`src/rtl/riscv_multicycle_control.sv`:
```
// Multicycle main control FSM for the RISC-V core: sequences fetch, decode, execute,
// memory and writeback for one instruction per start request.
module riscv_multicycle_control #(
  parameter int TIMEOUT_CYCLES = 16
) (
  input  logic        clk,
  input  logic        reset,
  input  logic        start,
  input  logic [31:0] instr_rdata,
  input  logic        mem_ready,
  input  logic        branch_taken,
  output logic [1:0]  alu_op,
  output logic [6:0]  func7,
  output logic [2:0]  func3,
  output logic        alu_src_b,
  output logic        ir_write,
  output logic        pc_write,
  output logic        mem_read,
  output logic        mem_write,
  output logic        reg_write,
  output logic        mem_to_reg,
  output logic        busy,
  output logic        done,
  output logic        illegal,
  output logic        timeout
);

  localparam int CNT_W = (TIMEOUT_CYCLES > 2) ? $clog2(TIMEOUT_CYCLES) : 1;
  localparam logic [CNT_W-1:0] LAST_WAIT = CNT_W'(TIMEOUT_CYCLES - 1);

  localparam logic [6:0] OP_R      = 7'b0110011;
  localparam logic [6:0] OP_I      = 7'b0010011;
  localparam logic [6:0] OP_LOAD   = 7'b0000011;
  localparam logic [6:0] OP_STORE  = 7'b0100011;
  localparam logic [6:0] OP_BRANCH = 7'b1100011;

  typedef enum logic [2:0] {IDLE, FETCH, DECODE, EXEC, MEM, WB} state_t;

  state_t           state, next_state;
  logic [31:0]      ir, ir_next;
  logic [6:0]       opcode, next_opcode;
  logic [CNT_W-1:0] wait_cnt;
  logic             wait_expired;

  function automatic logic is_legal(input logic [6:0] op);
    return (op == OP_R) || (op == OP_I) || (op == OP_LOAD) ||
           (op == OP_STORE) || (op == OP_BRANCH);
  endfunction

  assign ir_next      = (state == FETCH && mem_ready) ? instr_rdata : ir;
  assign opcode       = ir[6:0];
  assign next_opcode  = ir_next[6:0];
  assign func7        = ir[31:25];
  assign func3        = ir[14:12];
  assign wait_expired = !mem_ready && (wait_cnt == LAST_WAIT);

  always_comb begin
    next_state = state;
    case (state)
      IDLE:    if (start) next_state = FETCH;
      FETCH:   if (mem_ready) next_state = DECODE;
               else if (wait_expired) next_state = IDLE;
      DECODE:  next_state = is_legal(opcode) ? EXEC : IDLE;
      EXEC: begin
        if (opcode == OP_R || opcode == OP_I) next_state = WB;
        else if (opcode == OP_LOAD || opcode == OP_STORE) next_state = MEM;
        else next_state = IDLE;
      end
      MEM:     if (mem_ready) next_state = (opcode == OP_LOAD) ? WB : IDLE;
               else if (wait_expired) next_state = IDLE;
      WB:      next_state = IDLE;
      default: next_state = IDLE;
    endcase
  end

  // Moore outputs are registered from the destination state so they change with the state.
  always_ff @(posedge clk or posedge reset) begin
    if (reset) begin
      state      <= IDLE;
      ir         <= '0;
      wait_cnt   <= '0;
      busy       <= 1'b0;
      mem_read   <= 1'b0;
      mem_write  <= 1'b0;
      reg_write  <= 1'b0;
      mem_to_reg <= 1'b0;
      illegal    <= 1'b0;
      alu_op     <= 2'b00;
      alu_src_b  <= 1'b0;
    end else begin
      state <= next_state;
      ir    <= ir_next;
      if ((next_state == FETCH || next_state == MEM) && next_state != state)
        wait_cnt <= '0;
      else if ((state == FETCH || state == MEM) && !mem_ready)
        wait_cnt <= wait_cnt + 1'b1;

      busy       <= (next_state != IDLE);
      mem_read   <= (next_state == FETCH) || (next_state == MEM && next_opcode == OP_LOAD);
      mem_write  <= (next_state == MEM && next_opcode == OP_STORE);
      reg_write  <= (next_state == WB);
      mem_to_reg <= (next_state == WB && next_opcode == OP_LOAD);
      illegal    <= (next_state == DECODE) && !is_legal(next_opcode);

      alu_op    <= 2'b00;
      alu_src_b <= 1'b0;
      // Operand selection is held from EXEC through MEM and WB for address/operand stability.
      if (next_state == EXEC || next_state == MEM || next_state == WB) begin
        case (next_opcode)
          OP_R:              alu_op <= 2'b10;
          OP_I:              begin alu_op <= 2'b10; alu_src_b <= 1'b1; end
          OP_LOAD, OP_STORE: begin alu_op <= 2'b00; alu_src_b <= 1'b1; end
          OP_BRANCH:         alu_op <= 2'b01;
          default:           alu_op <= 2'b00;
        endcase
      end
    end
  end

  // These strobes react to the memory/compare handshake in the same cycle.
  assign ir_write = (state == FETCH) && mem_ready;
  assign pc_write = ir_write || (state == EXEC && opcode == OP_BRANCH && branch_taken);
  assign done     = (state == WB) ||
                    (state == EXEC && opcode == OP_BRANCH) ||
                    (state == MEM && opcode == OP_STORE && mem_ready);
  assign timeout  = (state == FETCH || state == MEM) && wait_expired;

endmodule

```
`config.mk`:
```
export PLATFORM = sky130hd
export DESIGN_NAME = riscv_multicycle_control
export DESIGN_NICKNAME = d
export VERILOG_FILES = /design/src/rtl/riscv_multicycle_control.sv
export SDC_FILE = /design/constraint.sdc
export NUM_CORES = 1
export LEC_CHECK = 0
export ABC_AREA = 1
export ABC_CLOCK_PERIOD_IN_PS = 2300
export CAP_MARGIN = 10
export CORE_MARGIN = 1
export CORE_UTILIZATION = 44
export CTS_CLUSTER_DIAMETER = 80
export DETAILED_ROUTE_END_ITERATION = 10
export GPL_TIMING_DRIVEN = 0
export PLACE_DENSITY = 0.79
export RECOVER_POWER = 25
export SYNTH_ARGS = -nofsm -noshare
export SYNTH_HDL_FRONTEND = slang
export SYNTH_SLANG_ARGS = --single-unit
export TNS_END_PERCENT = 10
```
`constraint.sdc`:
```
create_clock -name clk -period 2.3 [get_ports clk]
set_clock_uncertainty 0.05 [all_clocks]
set_input_delay 0.46 -clock clk [delete_from_list [all_inputs] [get_ports clk]]
set_output_delay 0.46 -clock clk [all_outputs]
set_load 0.02 [all_outputs]
```
Yosys cells after proc, flatten, opt, wreduce, memory -nomap -nowiden. Index checks and enable logic that the tools add are counted.

Logic and storage cells: 88. Input port bits: 37. Bits in registers: 48. Output and inout port bits: 23.

Mux-type cells: 16. Reductions and logical operators: 37. Add/subtract/negate cells: 1. Equal/unequal tests: 22.

Operators by type and width (number): $eq 7x6->1 const B (4); $mux 3 (7); $logic_or 1x1->1 (17); $pmux 3 s5 (1); $eq 7x2->1 const B (2); $eq 7x5->1 const B (2); $eq 7x7->1 const B (2); $logic_and 1x1->1 (13); $eq 3x2->1 const B (4); $eq 3x3->1 const B (4); $mux 4 (2); $mux 7 (1); $eq 3x1->1 const B (2); $add 4x1->4 const B (1); $eq 4x4->1 const B (1); $mux 2 (2); $pmux 2 s2 (1); $logic_not 3->1 (1); $ne 3x3->1 (1); $reduce_bool 3->1 (1); $reduce_or 3->1 (1); $logic_not 1->1 (2); $mux 1 (2); $reduce_bool 2->1 (1); $reduce_or 2->1 (1).

Longest topological paths before layout. Gate-level depths: netlist of the first run.

Depth after elaboration: 11. Depth in mapped cells: 13. Depth with buffers taken out: 12.

Least setup slack after synthesis of the first run. OpenSTA, ideal clock, no wires.

Path type: register to output. Start: reg state[0]. End: out pc_write. Cell stages (with the launch flop): 7. Arrival time: 1.344 ns. Path buffers: 2. Data required time: 1.790 ns. Path slack: 0.446 ns. Cells stage by stage: dfrtp_1 -> inv_2 -> nor2_2 -> nand3_2 -> buf_2 -> clkbuf_1 -> o21ai_0.

Cells in the longest elaborated chain, start to end: 4. Elaborated cells between the ends (all ways): 6. Classes of those cells: eq/ne (2); reduce/logical (4).

RTL lines: start, declared (RTL line 39) `state_t state, next_state;`; start signal, assigned (RTL line 91) `state <= next_state;`; $eq 3x2->1 (RTL line 122) `assign pc_write = ir_write || (state == EXEC && opcode == OP_BRANCH && branch_taken);`; $logic_and 1x1->1 (2 in a row) (RTL line 122); $logic_or 1x1->1 (*) (RTL line 122); end, declared (RTL line 17) `output logic pc_write,`.

Every way passes the cells marked *; elsewhere a longest branch is shown, timed or not.

Worst setup path in the final report of the first run.
Start: in mem_ready. End: out pc_write.

Cells in the longest elaborated chain, start to end: 2.

RTL lines: start, declared (RTL line 10) `input logic mem_ready,`; $logic_and 1x1->1 (RTL line 121) `assign ir_write = (state == FETCH) && mem_ready;`; $logic_or 1x1->1 (RTL line 122).

Every way passes these cells.

==> run summary, run 1 <==
The H-tree depth reported by CTS is 2. The count of nets left with antenna violations once routing finished came out at 0. The sink of the worst hold path is ir[27]$_DFFE_PP0P_. Summing the sequential cell areas from Yosys gives 50.1% of the chip area. The worst register-to-register path begins at state[0]$_DFF_PP0_. The vertical die dimension was 63.2 um; the DRC violation total after the first TritonRoute iteration was 61. Required time of the worst setup path: 1790 ps. The synthesized netlist contains 25 unique library cells. The hold path startpoint is ir[27]$_DFFE_PP0P_. Port buffering added 44 buffers.

The overall power consumption is 2.49 mW. The commonest non-fill, non-tap cell in the layout was sky130_fd_sc_hd__nand2_1. The die span in x came out at 63.2 um. The area growth from synthesis to final layout works out to 37.6%. Counting the buffers created by CTS gives 5. During I/O placement, the number of pins put on the boundary was 60. The tools report the overall track demand over capacity in global routing as 19.9%. The initial antenna violation count was 0; the count of standard-cell rows was 21.

For this design the ratio of total power to cell area is 1100 nW/um2. The end of the worst register-to-register path is wait_cnt[1]$_DFFE_PP0P_. The worst register-to-register path has a setup slack of 410 ps. The tools report the clock sink count as 33. Data arrives at the worst endpoint at 1710 ps. Critical path start-end classification: input port to primary output. STA classifies the critical path endpoint as a primary output. Buffer type at the clock tree root: sky130_fd_sc_hd__clkbuf_8. The number of fill cells is 304.

The tool flagged a number of max-cap violations equal to 0. The leakage component of the power was 1.20 nW; the weighted congestion at the end of routability-driven global placement was 0.841. In this run the deepest clock path goes through 2 buffers. The cell count after synthesis came out at 209. Across all layers, the routed design uses 1405 vias. Setup total negative slack on the finished layout was measured at 0 ps. The tools report the multi-input logic area as 626 um2. The worst register-to-register path has a depth of 10. In the final design database the tool counted 297 nets. The most common flop cell mapped by yosys was sky130_fd_sc_hd__dfrtp_1.

The post-detailed-placement half-perimeter wirelength was 2.48 mm. Along the worst hold path, the cell count comes to 2. The starting density of the core is 47.5%. For this run, design rule violations remaining after detail routing come to 0. The run gives 280 ps as the later-pin clock latency in the skew report.

The first global-routing pass estimated 6.12 mm of wire. The run gives 65.4% as the post-layout utilization of the core. Headroom to the max-slew limit came out at 44.0%.

The path class of the tightest hold or removal check is register to register. The synthesized design contains 33 register bits. In the layout the commonest cells are sky130_fd_sc_hd__nand2_1, sky130_fd_sc_hd__clkdlybuf4s50_1, sky130_fd_sc_hd__dfrtp_1. The largest registers in the layout are ir (17), wait_cnt (4), state (3). The die covers 4000 um2. The biggest fanout along the worst timing path works out to 19. The ratio of cells with drive above 1 in the final layout came out at 11.9%. The worst-case IR drop observed on VDD is 0.000521 V.

For this run, asynchronously set or reset flops after synthesis account for 100%. The first detailed-routing pass took 4 iterations. The slew at the pin with the worst max-slew slack was 838 ps; the number of buffers inserted for hold repair after clock tree synthesis was 0. The total overflow left after global routing is 0. The part of the cycle the worst path needs is 96.7%. Clock-pin slew was measured on the worst setup and hold paths at 60 ps. The kind of launch point of the worst setup path was an input port. The routed design has 3.31 mm of wire. Entering global routing, the biggest net connects 20 pins. With fillers left out, the area of the finished cells amounts to 2270 um2. The run gives 0 as the total of endpoints with negative setup slack in the final report. The number of nets handed over by synthesis was 247.

The number of buffers inserted by post-CTS setup repair is 0, and the final count of hold timing violations is 0. The average instance in the mapped netlist occupies 7.89 um2. Summing all placed instances gives a cell area of 2170 um2. After detailed routing, the average wire length per cell comes to 10.8 um.

The flow ran to the end, and the final reports show no timing, DRC or antenna violations. The run gives 1380 as the number of global-route vias before repair. TritonCTS built the clock tree. ir holds more flip-flops than any other register. The warning count from the yosys run is 0, and the number of flops mapped to enable cells by yosys is 0.

The core region is 3470 um2. Setup repair after global routing could not meet its margin everywhere. The total standard cell area after synthesis is 1650 um2, and the number of vias per cell after detailed routing is 4.59. The register with the most flip-flops in the layout has 17 of them. The repair_antennas step left the layout with diodes totalling 0. The sequential cells in the finished layout cover a total of 826 um2. The max-slew violation total from the final report came out at 0. Derived from the worst setup path, the maximum achievable clock frequency is 449 MHz. Counting I/O delays and the setup requirement, the final critical path takes 2220 ps.
synth_stat cells (3+ instances only):
master	instances	area [um2]
sky130_fd_sc_hd__a21oi_1	4	20.0
sky130_fd_sc_hd__buf_4	10	75.1
sky130_fd_sc_hd__dfrtp_1	33	826
sky130_fd_sc_hd__inv_1	27	101
sky130_fd_sc_hd__nand2_1	68	255
sky130_fd_sc_hd__nand3_1	9	45.0
sky130_fd_sc_hd__nand4_1	5	31.3
sky130_fd_sc_hd__nor2_1	18	67.6
sky130_fd_sc_hd__o21ai_0	7	35.0
sky130_fd_sc_hd__o21ai_1	4	20.0
sky130_fd_sc_hd__xor2_1	3	26.3
critical path: stages:
cell and delay, ps:
sky130_fd_sc_hd__clkdlybuf4s50_1 530, sky130_fd_sc_hd__nand3_2 110, sky130_fd_sc_hd__buf_4 210, sky130_fd_sc_hd__o21ai_0 80, sky130_fd_sc_hd__clkdlybuf4s15_1 320
worst max-delay path by stage:
stage	from	to	slack [ps]	cells past startpoint
finish	mem_ready	pc_write	80	5
global route	ir[2]$_DFF_PP0_	pc_write	-20	6
CTS	ir[2]$_DFF_PP0_	pc_write	3	6
detailed placement	mem_ready	pc_write	-570	6
global placement	mem_ready	pc_write	-570	6
floorplan	state[0]$_DFF_PP0_	pc_write	450	6
stage by stage:
stage,setup WS [ps],hold slack [ps],instances
after floorplan,446,400,209
after global placement,-573,414,299
after detailed placement,-567,419,300
after CTS,3.09,435,306
after global routing,-17.0,445,306
final,75.2,430,306
final cells by class:
type | count | area share [%]
Multi-Input combinational cell | 133 | 27.6
Sequential cell | 33 | 36.4
Buffer | 12 | 4.13
Clock inverter | 1 | 1.32
Inverter | 29 | 4.80
Tap cell | 46 | 2.54
Clock buffer | 7 | 3.80
Timing Repair Buffer | 45 | 19.5
power breakdown:
group	leakage [nW]	total, mW	switching (mW)	internal, mW
Sequential	0.423	0.870	0.102	0.768
Clock	0.0585	0.550	0.197	0.353
Combinational	0.717	1.07	0.587	0.487
routing by layer:
layer | share of wire [%] | vias up | wire [um] | track usage (%)
met5 | 0 | - | 0 | 0
met4 | 1.8 | 0 | 58 | 7.67
met1 | 48 | 616 | 1580 | 25.7
li1 | - | 738 | - | -
met3 | 6.1 | 6 | 202 | 6.16
met2 | 44 | 45 | 1470 | 31.3
cells by family (layout without fill, tap and decap cells):
logic type | after synthesis | count (layout) | synth area share, %
XOR/XNOR | 3 | 3 | 1.59
AO/OA/AOI/OAI | 17 | 17 | 5.46
AND/OR/NAND/NOR | 111 | 111 | 28.9
multiplexers | 1 | 1 | 0.607
buffers and inverters | 43 | 94 | 12.6
flip-flops | 33 | 33 | 50.1
adder cells (fa/ha/maj) | 1 | 1 | 0.759
timing repair:
item | 4_1_cts | 5_1_grt
setup endpoints to repair | 4 | 3
pin swaps | 0 | 0
resized for setup | 7 | 8
hold endpoints to repair | 0 | 0
gates cloned | 0 | 0
Note: power is estimated with default switching activity, not from simulation.
==> inputs of run 2 (changes only) <==
==> constraint.sdc (replaced) <==
create_clock -name clk -period 2.3 [get_ports clk]
set_clock_uncertainty 0.05 [all_clocks]
set_input_delay 0.46 -clock clk [delete_from_list [all_inputs] [get_ports clk]]
set_output_delay 0.46 -clock clk [all_outputs]
set_load 0.1 [all_outputs]
==> run 2 against run 1 <==
Against the previous run: die area stayed put; sequential power is 0.6% higher; register-to-register slack worse by 80 ps; critical path depth is 4 lower; critical endpoint is now illegal; flip-flop and latch count stayed put; clock-buffer cell count is 1 lower.
==> run summary, run 2 (synthesis gave the netlist of run 1 again) <==
The total of endpoints with negative setup slack in the final report is 0 (unchanged), and the largest stage delay on the critical path is 1130 ps (was 530 ps). The biggest fanout along the worst timing path is 1 (was 19), and the overall track demand over capacity in global routing is 20.5% (was 19.9%). The number of vias per cell after detailed routing was 4.74 (was 4.59). The cell with the biggest individual delay on the critical path is sky130_fd_sc_hd__clkdlybuf4s50_1 (unchanged). The tools report the buffer type at the clock tree root as sky130_fd_sc_hd__clkbuf_8 (unchanged). Die outline area: 4000 um2 (unchanged). Remaining number of nets flagged by the antenna check after routing: 0 (unchanged).

The commonest non-fill, non-tap cell in the layout was sky130_fd_sc_hd__nand2_1 (unchanged). The run gives 62 (was 61) as the DRC violation total after the first TritonRoute iteration. The tools report the post-layout utilization of the core as 64.3% (was 65.4%). Total clock buffers created by CTS: 5 (unchanged).

The count of standard-cell rows came out at 21 (unchanged). The buffers plus inverters on the worst setup path came out at 1 (was 3). The number of global-route vias before repair was 1441 (was 1380); the H-tree depth reported by CTS was 2 (unchanged). For the final count of hold timing violations, the log shows 0 (unchanged). For the final worst slack, the log shows 45.0 ps (was 75.2 ps). The antenna cell count came out at 0 (unchanged). Critical path start-end classification: register to primary output (was input port to primary output). The part of the cycle the worst path needs is 98.0% (was 96.7%), and the area growth from synthesis to final layout is 35.2% (was 37.6%). The number of max-cap violations came out at 0 (unchanged). The clock sink count came out at 33 (unchanged).

The flip-flop count of the largest register after layout is 17 (unchanged), and the count of input and output buffers is 44 (unchanged). The vertical die dimension was 63.2 um (unchanged). The register containing the most flip-flops in the final layout was ir (unchanged). The endpoint kind of the worst setup timing path is a primary output (unchanged).

Setup repair after global routing left no endpoint under its margin. The logs give 280 ps (about the same) for the later-pin clock latency in the skew report and 1450 (was 1405) for the overall via count from detail_route. The number of buffers inserted for hold repair after clock tree synthesis was 0 (unchanged); the post-detailed-placement half-perimeter wirelength was 2.59 mm (was 2.48 mm). The slew at the pin with the worst max-slew slack works out to 974 ps (was 838 ps). The run gives 60 (unchanged) as the top-level I/O count.

The kind of path behind the tightest hold check was register to register (unchanged). Required time of the worst setup path: 1790 ps (about the same). The family with the most delay on the worst path was buffers and inverters (unchanged).

The post-detailed-route DRC marker count came out at 0 (unchanged). The global-route wire length before repair is 6.28 mm (was 6.12 mm). The run gives 3470 um2 (unchanged) as the core area.

For the highest attainable clock frequency, the log shows 443 MHz (was 449 MHz). TritonCTS built the clock tree. For the first-pass detailed-route iteration total, the log shows 4 (unchanged). Maximum count of clock buffers along a single path: 2 (unchanged). The ratio of cells with drive above 1 in the final layout was 17.3% (was 11.9%). Average detailed-routed wire length per instance: 11.5 um (was 10.8 um). Critical path, cell by cell: clkdlybuf4s50_1 (was clkdlybuf4s50_1 -> nand3_2 -> buf_4 -> o21ai_0 -> clkdlybuf4s15_1). The run gives 0 (unchanged) as the initial antenna violation count. The max-slew violation total from the final report is 0 (unchanged). Kind of launch point of the worst setup path: a register (was an input port). For the weighted congestion at the end of routability-driven global placement, the log shows 0.861 (was 0.841). The tools report the normalized max-slew margin as 34.8% (was 44.0%). The logs give 3.53 mm (was 3.31 mm) for the detailed-route wire length and 297 (unchanged) for the number of nets in the layout. Largest registers: ir (17), wait_cnt (4), state (3) (unchanged). The maximum vdd drop was 0.000522 V (was 0.000521 V); the maximum number of pins on one net before global-route repair was 22 (was 20). The die span in x works out to 63.2 um (unchanged). The arrival time reported for the critical path endpoint was 1750 ps (was 1710 ps).

Commonest cells after routing, fill and taps aside: sky130_fd_sc_hd__nand2_1, sky130_fd_sc_hd__dfrtp_1, sky130_fd_sc_hd__clkdlybuf4s50_1 (was sky130_fd_sc_hd__nand2_1, sky130_fd_sc_hd__clkdlybuf4s50_1, sky130_fd_sc_hd__dfrtp_1). The clock transition time at the flip-flop clock pins of the worst setup and hold paths was 70 ps (was 60 ps); the post-placement setup slack was -1120 ps (was -567 ps). Shortest clock period the worst path allows after layout: 2260 ps (was 2220 ps). The remaining global-route overflow came out at 0 (unchanged). The cell area power density works out to 1360 nW/um2 (was 1100 nW/um2). The starting density of the core is 47.5% (unchanged). The flow ran to the end, and the final reports show no timing, DRC or antenna violations.

Leakage component of the power: 1.22 nW (was 1.20 nW).
## run 2: per-stage QoR
step	setup TNS (ps)	instances	area [um2]	hold slack, ps	total power, mW
after floorplan	-1040	209	1670	400	2.27
after global placement	-3530	299	2160	413	2.61
after detailed placement	-3550	300	2190	417	2.65
after CTS	-1.92	306	2230	434	3.04
after global routing	0	306	2230	457	3.21
final	0	306	2230	431	3.02
## run 2: path summary, 6_finish.rpt
| path | depth (start not counted) | startpoint | endpoint | slack, ps |
|---|---|---|---|---|
| setup reg to reg | 12 | state[0]$_DFF_PP0_ | mem_read$_DFF_PP0_ | 330 |
| min in group asynchronous | 2 | reset | mem_read$_DFF_PP0_ | 590 |
| hold / removal | 2 | ir[25]$_DFFE_PP0P_ | ir[25]$_DFFE_PP0P_ | 430 |
| hold reg to reg | 2 | ir[25]$_DFFE_PP0P_ | ir[25]$_DFFE_PP0P_ | 430 |
| max in group asynchronous | 3 | reset | ir[6]$_DFF_PP0_ | 390 |
| setup / recovery | 1 | illegal$_DFF_PP0_ | illegal | 40 |
## run 2: worst register-to-register path, cell delays in order (launching register included)
cell                      delay (ps)
sky130_fd_sc_hd__dfrtp_1         430
sky130_fd_sc_hd__inv_2           140
sky130_fd_sc_hd__nor2_2           60
sky130_fd_sc_hd__inv_1            60
sky130_fd_sc_hd__nand2_1          40
sky130_fd_sc_hd__nand2_1         180
sky130_fd_sc_hd__nand2_1         110
sky130_fd_sc_hd__nand2_1         120
sky130_fd_sc_hd__nand2_1         100
sky130_fd_sc_hd__and2_1          150
sky130_fd_sc_hd__nor2_1          290
sky130_fd_sc_hd__nand2_1         130
sky130_fd_sc_hd__inv_1            70
## run 2: final cells by class
| type | count | area [um2] |
|---|---|---|
| Buffer | 12 | 93.8 |
| Clock buffer | 6 | 72.6 |
| Clock inverter | 2 | 10.0 |
| Fill cell | 310 | 1240 |
| Inverter | 29 | 109 |
| Multi-Input combinational cell | 133 | 633 |
| Sequential cell | 33 | 826 |
| Tap cell | 46 | 57.6 |
| Timing Repair Buffer | 45 | 428 |
## run 2: what timing repair did
item | 4_1_cts | 5_1_grt
resized for setup | 34 | 4
setup buffers | 0 | 0
endpoints found under the setup margin | 14 | 3
pin swaps | 0 | 1
## run 2: report_power, final
group | switching, mW | leakage (nW) | internal [mW]
Combinational | 1.28 | 0.748 | 0.459
Sequential | 0.107 | 0.423 | 0.768
Clock | 0.202 | 0.0450 | 0.209
## run 2: metal layers
layer	up-vias	part of all wire (%)	routed length, um	GRT usage (%)
li1	734	-	-	-
met1	657	47	1660	26.0
met2	53	44	1560	32.7
met3	6	7.1	252	6.34
met4	0	1.7	59	7.67
met5	-	0	0	0
==> inputs of run 3 (changes only) <==
--- a/config.mk
+++ b/config.mk
@@ -11,9 +11,10 @@
 export CORE_MARGIN = 1
 export CORE_UTILIZATION = 44
 export CTS_CLUSTER_DIAMETER = 80
+export CTS_CLUSTER_SIZE = 12
 export DETAILED_ROUTE_END_ITERATION = 10
 export GPL_TIMING_DRIVEN = 0
-export PLACE_DENSITY = 0.79
+export PLACE_DENSITY = 0.81
 export RECOVER_POWER = 25
 export SYNTH_ARGS = -nofsm -noshare
 export SYNTH_HDL_FRONTEND = slang
==> run 3 against run 2 <==
Against the previous run: combinational power about the same; sequential power about the same; wire length decreased by 6.8%; register-to-register slack improved by 70 ps; hold slack got worse by 2.5 ps; final area increased by 1.0%; cell count unchanged; first-iteration DRC count decreased by 35%; worst setup slack about the same; clock-buffer cell count increased by 1; critical path type unchanged; critical endpoint is now mem_write; largest power group unchanged; highest routed layer unchanged.
==> run summary, run 3 (synthesis gave the netlist of run 1 again) <==
For the initial antenna violation count, the log shows 0 (unchanged). The family with the most delay on the worst path is buffers and inverters (unchanged). The maximum vdd drop was 0.000600 V (was 0.000522 V); the part of the cycle the worst path needs was 98.1% (was 98.0%). The run finished with clean final reports. The ratio of cells with drive above 1 in the final layout came out at 17.7% (was 17.3%).

The logs give 31.2% (was 34.8%) for the normalized max-slew margin and 0 (unchanged) for the max-slew violation total from the final report. The end of the worst register-to-register path was mem_read$_DFF_PP0_ (unchanged). The slew at the pin with the worst max-slew slack was 1030 ps (was 974 ps); the post-detailed-route DRC marker count was 0 (unchanged).

TritonCTS built the clock tree. The overall via count from detail_route is 1436 (was 1450), and the weighted congestion at the end of routability-driven global placement is 0.846 (was 0.861). Sink of the worst hold path: ir[12]$_DFFE_PP0P_ (was ir[25]$_DFFE_PP0P_). The start of the worst register-to-register path was state[0]$_DFF_PP0_ (unchanged). Commonest non-fill, non-tap cell in the layout: sky130_fd_sc_hd__nand2_1 (unchanged). The number of buffers inserted for hold repair after clock tree synthesis is 0 (unchanged). The die span in x was 63.2 um (unchanged); the top-level I/O count was 60 (unchanged). The tools report the count of standard-cell rows as 21 (unchanged). The run gives 40 (was 62) as the DRC violation total after the first TritonRoute iteration.

The placed instance count was 299 (was 300). The run gives 0 (unchanged) as the total of endpoints with negative setup slack in the final report. Largest registers: ir (17), wait_cnt (4), state (3) (unchanged). The tools report the arrival time reported for the critical path endpoint as 1750 ps (about the same). The number of nets in the layout was 297 (unchanged).

Register containing the most flip-flops in the final layout: ir (unchanged). Post-layout utilization of the core: 64.9% (was 64.3%). The average detailed-routed wire length per instance is 10.8 um (was 11.5 um). The placement-stage cell area is 2160 um2 (was 2190 um2), and the cell depth of the worst flop-to-flop path is 12 (unchanged).

The number of max-cap violations came out at 0 (unchanged). The first-pass detailed-route iteration total is 4 (unchanged), and the starting density of the core is 47.5% (unchanged). The flip-flop count of the largest register after layout works out to 17 (unchanged). The critical path start-end classification was register to primary output (unchanged). Endpoint kind of the worst setup timing path: a primary output (unchanged). The global-route wire length before repair came out at 5.73 mm (was 6.28 mm). The buffers plus inverters on the worst setup path was 1 (unchanged); the cell area after layout was 2250 um2 (was 2230 um2). The kind of path behind the tightest hold check was register to register (unchanged). The tools report the final-layout setup total negative slack as 0 ps (unchanged).

The remaining number of nets flagged by the antenna check after routing is 0 (unchanged), and the number of fill cells is 307 (was 310). The maximum count of clock buffers along a single path was 2 (unchanged); the area growth from synthesis to final layout was 36.6% (was 35.2%). The core area was 3470 um2 (unchanged); the maximum number of pins on one net before global-route repair was 34 (was 22). The number of gates resized after cts is 34 (unchanged).

The tools report the detailed-route wire length as 3.29 mm (was 3.53 mm). Vertical die dimension: 63.2 um (unchanged). Setup repair after global routing left no endpoint under its margin.

The shortest clock period the worst path allows after layout came out at 2260 ps (about the same). The hold path startpoint is ir[12]$_DFFE_PP0P_ (was ir[25]$_DFFE_PP0P_). The tools report the number of buffers inserted by post-CTS setup repair as 0 (unchanged).

For the later-pin clock latency in the skew report, the log shows 290 ps (was 280 ps). The cell with the biggest individual delay on the critical path was sky130_fd_sc_hd__clkdlybuf4s50_1 (unchanged). Leakage component of the power: 1.23 nW (was 1.22 nW). For the total clock buffers created by CTS, the log shows 5 (unchanged). For the remaining global-route overflow, the log shows 0 (unchanged). The tools report the kind of launch point of the worst setup path as a register (unchanged). The clock transition time at the flip-flop clock pins of the worst setup and hold paths works out to 70 ps (about the same).

The number of vias per cell after detailed routing was 4.69 (was 4.74). Biggest fanout along the worst timing path: 1 (unchanged). The count of input and output buffers was 44 (unchanged); the largest stage delay on the critical path was 1130 ps (about the same).

The final worst hold slack was 428 ps (was 431 ps); the post-route non-filler standard cell count was 306 (unchanged). The tools report the post-detailed-placement half-perimeter wirelength as 2.45 mm (was 2.59 mm). Commonest cells after routing, fill and taps aside: sky130_fd_sc_hd__nand2_1, sky130_fd_sc_hd__dfrtp_1, sky130_fd_sc_hd__clkdlybuf4s50_1 (unchanged). The run gives 0 (unchanged) as the antenna cell count. The final count of hold timing violations is 0 (unchanged). Critical path, cell by cell: clkdlybuf4s50_1 (unchanged). The worst hold path depth was 2 (unchanged); the setup slack of the most critical reg-to-reg path was 400 ps (was 330 ps).

The run gives 19.1% (was 20.5%) as the overall track demand over capacity in global routing. Buffer type at the clock tree root: sky130_fd_sc_hd__clkbuf_8 (unchanged). For the die outline area, the log shows 4000 um2 (unchanged). The highest attainable clock frequency is 443 MHz (about the same), and the H-tree depth reported by CTS is 2 (unchanged). The run gives 33 (unchanged) as the clock sink count. The cell area power density was 1360 nW/um2 (about the same). For the number of global-route vias before repair, the log shows 1364 (was 1441). Required time of the worst setup path: 1790 ps (about the same).
run 3: cell count changes in the layout (fill, tap and decap cells not counted):
cell,previous run,this run
sky130_fd_sc_hd__clkbuf_1,1,0
sky130_fd_sc_hd__clkbuf_4,1,0
sky130_fd_sc_hd__buf_6,3,4
sky130_fd_sc_hd__clkinv_2,2,1
sky130_fd_sc_hd__clkbuf_8,5,7
run 3: area by class of cell:
cell class,instances,area (um2),area share (%)
buffer,12,93.8,4.17
clock buffer,7,96.3,4.28
clock inverter,1,5.00,0.222
inverter,29,109,4.83
multi-input combinational,133,633,28.1
sequential,33,826,36.7
tap,46,57.6,2.56
timing repair buffer,45,432,19.2
run 3: metrics by stage:
stage	total power [mW]	setup WS [ps]
6_report	3.06	44.8
3_3_place_gp	2.61	-1120
5_1_grt	3.25	4.80
4_1_cts	3.07	13.4
3_5_place_dp	2.63	-1090
2_1_floorplan	2.27	-485
run 3: how the worst max path moves through the flow:
stage	start	endpoint	cells past startpoint
global placement	mem_ready	ir_write	6
floorplan	state[0]$_DFF_PP0_	done	5
global route	state[0]$_DFF_PP0_	done	6
CTS	mem_ready	pc_write	5
detailed placement	mem_ready	ir_write	6
finish	mem_write$_DFF_PP0_	mem_write	1
run 3: per-layer routing:
layer  share of wire, %  GRT usage (%)  up-vias
met3                6.8           5.80        9
met1                 48           23.3      649
li1                   -              -      735
met4                3.0           13.4        0
met5                  0              0        -
met2                 42           28.8       43
run 3: report_power, final:
group	total [mW]	switching, mW	internal [mW]
logic	1.72	1.26	0.460
clock network	0.468	0.198	0.270
registers	0.872	0.104	0.768
